### src/rtl/reg_bank_write_port.sv
// 16 x WIDTH register bank, write side: one write-back per cycle, R15 doubles
// as the program counter, and a per-register pending scoreboard flags
// registers that still have a reserved write outstanding.
module reg_bank_write_port #(
  parameter int               WIDTH    = 32,
  parameter logic [WIDTH-1:0] PC_RESET = '0,
  parameter int               PC_STEP  = 4
) (
  input  logic             clk,
  input  logic             reset_n,
  input  logic             we,
  input  logic [3:0]       wa,
  input  logic [WIDTH-1:0] wd,
  input  logic             pc_en,
  input  logic             rsv_en,
  input  logic [3:0]       rsv_addr,
  output logic [WIDTH-1:0] R0,
  output logic [WIDTH-1:0] R1,
  output logic [WIDTH-1:0] R2,
  output logic [WIDTH-1:0] R3,
  output logic [WIDTH-1:0] R4,
  output logic [WIDTH-1:0] R5,
  output logic [WIDTH-1:0] R6,
  output logic [WIDTH-1:0] R7,
  output logic [WIDTH-1:0] R8,
  output logic [WIDTH-1:0] R9,
  output logic [WIDTH-1:0] R10,
  output logic [WIDTH-1:0] R11,
  output logic [WIDTH-1:0] R12,
  output logic [WIDTH-1:0] R13,
  output logic [WIDTH-1:0] R14,
  output logic [WIDTH-1:0] R15,
  output logic [15:0]      pending,
  output logic             busy_err
);

  localparam int               PC_IDX = 15;
  localparam logic [WIDTH-1:0] PC_INC = WIDTH'(PC_STEP);

  logic [WIDTH-1:0] regs [16];
  logic [15:0]      wr_sel;
  logic [15:0]      rsv_sel;

  // One-hot decode of the write-back and reservation addresses.
  always_comb begin
    // NOTE: every always_comb output gets a default first so no path leaves it unassigned (no latch).
    wr_sel  = '0;
    rsv_sel = '0;
    if (we)     wr_sel[wa]        = 1'b1;
    if (rsv_en) rsv_sel[rsv_addr] = 1'b1;
  end

  // Register storage, PC update, scoreboard and collision flag.
  always_ff @(posedge clk or negedge reset_n) begin
    if (!reset_n) begin
      // NOTE: the bank is built from flops, not a RAM macro, so every entry is reset explicitly.
      for (int i = 0; i < PC_IDX; i++) regs[i] <= '0;
      regs[PC_IDX] <= PC_RESET;
      pending      <= '0;
      busy_err     <= 1'b0;
    end else begin
      // NOTE: sequential state uses non-blocking assignments so all flops see pre-edge values.
      for (int i = 0; i < PC_IDX; i++) begin
        if (wr_sel[i]) regs[i] <= wd;
      end
      // An explicit write-back to the PC beats the auto-increment.
      if (wr_sel[PC_IDX])  regs[PC_IDX] <= wd;
      else if (pc_en)      regs[PC_IDX] <= regs[PC_IDX] + PC_INC;
      // A new reservation wins over completion of the old write.
      pending  <= rsv_sel | (pending & ~wr_sel);
      busy_err <= rsv_en && pending[rsv_addr] && !(we && (wa == rsv_addr));
    end
  end

  assign R0  = regs[0];
  assign R1  = regs[1];
  assign R2  = regs[2];
  assign R3  = regs[3];
  assign R4  = regs[4];
  assign R5  = regs[5];
  assign R6  = regs[6];
  assign R7  = regs[7];
  assign R8  = regs[8];
  assign R9  = regs[9];
  assign R10 = regs[10];
  assign R11 = regs[11];
  assign R12 = regs[12];
  assign R13 = regs[13];
  assign R14 = regs[14];
  assign R15 = regs[15];

endmodule

### config.mk
export PLATFORM = sky130hd
export DESIGN_NAME = reg_bank_write_port
export DESIGN_NICKNAME = d
export VERILOG_FILES = /design/src/rtl/reg_bank_write_port.sv
export SDC_FILE = /design/constraint.sdc
export NUM_CORES = 1
export LEC_CHECK = 0
export CAP_MARGIN = 25
export CORE_MARGIN = 2
export CORE_UTILIZATION = 43
export DETAILED_ROUTE_END_ITERATION = 8
export PLACE_DENSITY_LB_ADDON = 0.12
export RECOVER_POWER = 50
export SLEW_MARGIN = 10
export SYNTH_ARGS = -nofsm -noshare
export SYNTH_HDL_FRONTEND = slang
export SYNTH_SLANG_ARGS = --single-unit
### constraint.sdc
create_clock -name clk -period 1.6 [get_ports clk]
set_input_delay 0.32 -clock clk [delete_from_list [all_inputs] [get_ports clk]]
set_output_delay 0.32 -clock clk [all_outputs]
set_load 0.01 [all_outputs]
# Word-level counts from Yosys, hierarchy flattened
# Index checks and enable logic that the tools add are counted.
# classes
addsub	1
bitwise_logic	3
n_lt_le_gt_ge	4
n_mux	10
reduce_logical	7
n_eq_ne	1
# ops
cell	n
$mux 32	2
$add 32x3->32 const B	1
$mux 16	2
$and 16x16->16	1
$not 16->16	1
$or 16x16->16	1
$lt 4x5->1 const B	2
$demux 1 s4	2
$ge 4x1->1 const B	2
$logic_and 1x1->1	5
$bmux 1 s4	1
$eq 4x4->1	1
$mux 1	3
$reduce_bool 2->1	1
$logic_not 1->1	1
# word_totals
ff_bits	529
in_bits	45

# Depth between registers and ports, before layout
# Gate-level depths: netlist (run 1).
# logic_depth
word_depth	8
ltp_mapped	6
depth_no_buf	6

# Worst setup path after synthesis (run 1)
# OpenSTA, ideal clock, no wires.
# synth_path
path_type	register -> register
startpoint	register regs, in the netlist R15[2]
endpoint	register regs, in the netlist R15[16]
path_stages_with_launch	7
n_path_buf	0
synth_period_minus_slack_ns	1.724
required_ns	1.523
path_slack_ns	-0.124
arrival_ns	1.646
setup_time_ns	0.077
path_cell_list	dfrtp_1 ha_1 nand2_1 nor3_1 nand3_1 xor2_1 a21oi_1
# synth_between
elab_chain_cells	3
# synth_lines
element	line	rtl
start: declaration	40	logic [WIDTH-1:0] regs [16];
start signal: indexed assignment	64	if (wr_sel[i]) regs[i] <= wd;
start signal: indexed assignment	67	if (wr_sel[PC_IDX]) regs[PC_IDX] <= wd;
start signal: indexed assignment	68	else if (pc_en) regs[PC_IDX] <= regs[PC_IDX] + PC_INC;
$add 32x3->32	68	
$mux 32	68	
$mux 32	67	
# Every way passes these cells. The select of a mux whose other input is x is not followed.
# A chain may end at the register's enable or synchronous reset.

# Final worst setup path (run 1)
# layout_path
startpoint	input port we
endpoint	register regs, in the netlist R8[4]
# layout_between
elab_chain_cells	1
# layout_lines
element	line	rtl
start: declaration	11	input logic we,
$mux 16	49	if (we) wr_sel[wa] = 1'b1;
# Every way passes these cells.

==> results.cfg, run 1 <==
[placed_design]
dp_hpwl_um = 49300
gp_congestion = 0.841
dpl-instance-area_um2 = 28800
dp.cells = 2592
port_buffers = 573

[setup_path]
worstPathRequired_ns = 2.08
crit_chain = dlygate4sd3_1 -> nand3b_1 -> or3_2 -> buf_8 -> mux2_2
start_kind = primary input
endpoint_kind = flop
cp_max_fo = 33
cp.arrival_ns = 2.14
crit_type = in2reg
slowest_delay_ns = 0.64
crit_slowest_cell = dlygate4sd3_1

[drt]
drtIter0Drc = 691
vias = 14400
route.detailed.drc = 0
detail-route-antenna-nets = 0
firstDrtPassIters = 5
routed_via_density = 5.28
wl_per_cell_um = 25.3
wl_um = 68700

[finish]
fin_area_um2 = 29600
instances_no_fill = 2719
area_growth_pct = 44.6
final_nets = 2117
drive_gt1_share_pct = 50.3

[global_routing]
grt_max_degree = 62
grt_pass1_wl_um = 103000
antenna_found_initial = 1
grt_pass1_vias = 15200
grt_overflow = 0
grt.total_usage_pct = 27.9

[worst_hold_path]
worst_hold_path_type = in2async

[synthesis]
syn-num-nets = 1383
synth_area_leader_cell = dfrtp_1
yosysSeqAreaShare_pct = 64.6
synth_top_area_share_pct = 64.6
synthCells = 1337
yosys_warnings = 0
syn-cell-area_um2 = 20500
synth_cell_types = 36
synth_seq_cells = 529
ys_top_cells_by_area = dfrtp_1 (65%), mux2_2 (27%), buf_2 (1.1%)
syn_area_per_cell_um2 = 15.3

[pwr]
power_density_nw_per_um2 = 1490
static-leakage-power_nw = 13.5
worst_ir_drop_vdd_v = 0.00111

[clock_network]
numClockSinks = 529
cts_tree = done
path_clk_slew_ns = 0.06
h-tree-depth = 2
numCtsBuffers = 55
clock-root-buffer = clkbuf_16
clock_path_buffers = 3
clk_latency_ns = 0.60

[flow_run]
drv_cap = 0

[timing]
period_minus_slack_ns = 1.67
tightest_slew_ns = 0.881
period_share_pct = 104
rsz0062_at_grt = yes
skew_ns = 0.00981
hold_violations = 0
final_max_slew_viol_count = 0
slew_headroom_pct = 41.3
max_freq_ghz = 0.600
setup_ws_ns = -0.0655
setup_viol = 154

[die]
rows = 79
die_area_um2 = 49400
start_util_pct = 43.8
die_height_um = 222
io_pins = 574
coreArea_um2 = 46800
fp.dieW_um = 222

[outcome]
violations = negative setup slack
outcome = complete, but fails checks
-- flip-flops by register name, indices dropped and copies added (netlist names) --
| name | flops |
|---|---|
| R0 | 32 |
| R10 | 32 |
| R11 | 32 |
| R12 | 32 |
| R13 | 32 |
| R14 | 32 |
| R15 | 32 |
| R1 | 32 |
| R2 | 32 |
| R3 | 32 |
| R4 | 32 |
| R5 | 32 |
| R6 | 32 |
| R7 | 32 |
| R8 | 32 |
| R9 | 32 |
| pending | 16 |
| busy_err | 1 |
-- cell usage in the layout (no fill, tap or decap), types with 11 or more instances in the layout --
| cell type | n |
|---|---|
| buf_2 | 80 |
| nand2_1 | 21 |
| clkdlybuf4s15_2 | 65 |
| nand3_1 | 14 |
| buf_12 | 41 |
| clkbuf_4 | 11 |
| dfrtp_1 | 524 |
| clkbuf_2 | 132 |
| o21ai_0 | 18 |
| clkbuf_1 | 38 |
| xor2_1 | 22 |
| buf_4 | 85 |
| nor2_1 | 35 |
| buf_6 | 39 |
| clkdlybuf4s15_1 | 249 |
| clkbuf_16 | 57 |
| mux2_2 | 482 |
| a21oi_1 | 27 |
| clkdlybuf4s50_1 | 38 |
| clkbuf_8 | 15 |
-- logic make-up (layout without fill, tap and decap cells) --
logic type	Yosys count	in the layout	synth area share (%)
DFF	529	529	64.6
buffers and inverters	99	873	2.10
adders and majority gates	1	1	0.0611
muxes	488	488	27.0
AOI/OAI and AO/OA	59	59	1.61
other	0	1	0
and+or+nand+nor	130	130	3.23
xor gates and xnor gates	31	31	1.33
-- synth_stat cells (all sizes together) --
cell type  count
o21ai         20
or3            4
nand3         20
clkbuf        42
nor3           6
nor2b          2
mux4           4
nand2b         4
and3           4
a31oi          2
a32o           3
nand4          9
mux2         482
o31ai          3
and2           2
xor2          22
nor4           5
xnor2          9
nand2         24
inv            5
buf           52
a21oi         28
a211oi         2
nor2          44
o41ai          1
nand3b         4
ha             1
dfrtp        529
nor3b          2
mux2i          2
-- area by class of cell --
type / count / area (um2)
multi-input combinational: 709 / 6960
timing repair buffer: 771 / 6870
clock buffer: 90 / 1700
tap: 607 / 759
inverter: 5 / 18.8
sequential: 529 / 13200
fill: 3729 / 17100
clock inverter: 7 / 62.6
antenna: 1 / 2.50
-- report_power, final --
part	total, mW	switching (mW)	internal [mW]	leakage [nW]
clock	12.6	5.21	7.35	0.865
sequential	18.5	1.86	16.6	6.45
combinational	13.0	6.21	6.80	6.22
total	44.0	13.3	30.7	13.5
-- metrics by stage --
step	setup slack [ns]	TNS [ns]	hold slack (ns)	util [%]	power [mW]
2_1_floorplan	-0.0106	-1.50	0.0244	-	23.4
3_3_place_gp	-0.597	-257.39	0.243	61.5	32.8
3_5_place_dp	-0.628	-266.74	0.244	61.5	33.1
4_1_cts	-0.0532	-0.190	0.203	65.7	44.7
5_1_grt	-0.132	-11.99	0.176	63.3	46.0
6_report	-0.0655	-4.89	0.192	63.3	44.0
-- what timing repair did --
item | in CTS | in global routing
hold buffers | 1 | 0
hold endpoints to repair | 170 | 0
gates cloned | 0 | 0
setup buffers | 22 | 6
pin swaps | 3 | 16
endpoints found under the setup margin | 532 | 402
gates resized for setup | 1302 | 202
-- path summary, 6_finish.rpt --
kind	startpoint	end	slack (ns)	cells after the start
min in group clk	wa[0]	pending[13]	0.37	5
setup / recovery	we	R8[4]	-0.07	5
hold / removal	reset_n	R10[19]	0.19	2
hold reg to reg	R3[17]	R3[17]	0.50	1
max in group asynchronous	reset_n	R2[18]	0.12	4
setup reg to reg	R15[5]	R15[26]	-0.03	6
-- worst max-delay path: cells and delay by family --
family                 cells  cell delay [ns]
muxes                      1             0.30
and+or+nand+nor            2             0.62
buffers and inverters      2             0.87
-- per-layer routing --
metal	vias up	routed length [um]	global-route usage, %	part of all wire (%)
li1	6180	-	-	-
met1	7563	28100	35.1	41
met2	497	33200	46.3	48
met3	120	5090	8.30	7.4
met4	0	2370	8.85	3.4
met5	-	0	0	0
No activity file was read; power rests on OpenSTA's default activity.
==> run 2: changes to the inputs <==
CORE_AREA = 2 2 222 224   (was unset)
CORE_MARGIN = unset   (was 2)
CORE_UTILIZATION = unset   (was 43)
DIE_AREA = 0 0 224 226   (was unset)
==> results.cfg, run 2 (synthesis gave the netlist of run 1 again) <==
[clock_network]
clock_path_buffers = 3
cts_tree = done
numCtsBuffers = 55
path_clk_slew_ns = 0.06
h-tree-depth = 2
numClockSinks = 529
clk_latency_ns = 0.60
clock-root-buffer = clkbuf_16

[timing]
fin_setup_tns_ns = -6.40
tightest_slew_ns = 1.12
rsz0062_at_grt = yes
period_minus_slack_ns = 1.70
skew_ns = 0.0127
max_freq_ghz = 0.589
final_max_slew_viol_count = 0
hold_violations = 0
setup_ws_ns = -0.0979
slew_headroom_pct = 25.4
period_share_pct = 106
setup_viol = 181

[setup_path]
start_kind = primary input
r2r_start = R15[17]
critical_path.startpoint = wa[1]
crit_type = in2reg
worstPathRequired_ns = 2.07
cp.arrival_ns = 2.17
endpoint_kind = flop
cp_max_fo = 20

[pwr]
static-leakage-power_nw = 13.6
power_density_nw_per_um2 = 1470
switchingPower_mw = 13.3
seqPwrFrac_pct = 40.9
worst_ir_drop_vdd_v = 0.000998
swShare_pct = 29.6
power_frac_comb_pct = 29.7
clock_power_share_pct = 29.3
p_int_mw = 31.7

[finish]
layout_commonest_cell = dfrtp_1
instances_no_fill = 2734
fin_util_pct = 63.1
most-common-layout-cells = dfrtp_1 (524), mux2_2 (482), clkdlybuf4s15_1 (352)
area_growth_pct = 49.1
drive_gt1_share_pct = 43.5
final_nets = 2114

[drt]
drtIter0Drc = 674
vias = 14200
wl_met3_um = 4870
detail-route-antenna-nets = 0
wirelength_met1_um = 27800
routed_via_density = 5.19
route.detailed.drc = 0
dr_wl_met2_um = 34100
top_layer = met5
wl_um = 68500
wl_per_cell_um = 25.1
firstDrtPassIters = 5

[die]
start_util_pct = 42.4
io_pins = 574
die_height_um = 226
die_area_um2 = 50600
rows = 81
fp.dieW_um = 224
coreArea_um2 = 48300

[placed_design]
dp.cells = 2599
gp_congestion = 0.831
dp_hpwl_um = 48900
port_buffers = 573

[worst_hold_path]
hp-start = wa[0]
worst_hold_path_type = in2reg

[global_routing]
grt_pass1_vias = 15100
grt_max_degree = 70
antenna_found_initial = 4
grt_overflow = 0
grt.total_usage_pct = 27.0
grt_pass1_wl_um = 101000

[outcome]
outcome = complete, but fails checks
violations = negative setup slack

[flow_run]
drv_cap = 0
run 2: final timing paths:
check                              end  slack (ns)  cells after the start
setup reg to reg               R15[26]       -0.04                      6
hold / removal             pending[13]        0.38                      5
hold reg to reg                R12[12]        0.50                      1
setup / recovery                 R1[6]        -0.1                      6
max in group asynchronous        R3[4]        0.12                      4
min in group asynchronous      R13[29]        0.48                      2
run 2: critical path: stages:
cell	delay (ns)
dlygate4sd3_1	0.68
nand2b_1	0.17
buf_4	0.13
nand2b_1	0.27
buf_12	0.22
mux2_2	0.36
run 2: layout make-up:
| class | count | area [um2] |
|---|---|---|
| clock inverter | 20 | 262 |
| tap | 622 | 778 |
| fill | 3803 | 17800 |
| timing repair buffer | 768 | 7620 |
| antenna | 2 | 5.00 |
| multi-input combinational | 709 | 6990 |
| sequential | 529 | 13200 |
| clock buffer | 79 | 1610 |
| inverter | 5 | 18.8 |
run 2: metal layers:
metal / track usage (%) / up-vias
met4: 8.13 / 2
met5: 0 / -
met1: 34.1 / 7489
met2: 45.7 / 441
met3: 7.26 / 79
li1: - / 6169
run 2: power groups by stage:
stage          Clock (mW)  Sequential, mW  Combinational (mW)
6_report             13.2            18.4                13.4
5_1_grt              13.9            18.8                14.2
4_1_cts              13.4            18.4                13.5
3_5_place_dp            0            18.6                14.5
3_3_place_gp            0            18.5                14.3
2_1_floorplan           0            20.0                3.40
run 2: through the flow:
step	hold slack (ns)	instance area [um2]	power [mW]	setup WS, ns
after floorplan	0.0244	20500	23.4	-0.0106
after global placement	0.223	28700	32.8	-0.538
after detailed placement	0.232	28700	33.1	-0.574
after CTS	0.191	30700	45.3	-0.145
after global routing	0.440	30500	46.9	-0.142
final	0.383	30500	45.0	-0.0979
run 2: what timing repair did:
| item | in CTS | in global routing |
|---|---|---|
| endpoints found under the hold margin | 271 | 0 |
| gates resized for setup | 1186 | 142 |
| setup buffers | 24 | 11 |
| pin swaps | 6 | 13 |
| hold buffers | 1 | 0 |
| endpoints found under the setup margin | 530 | 150 |
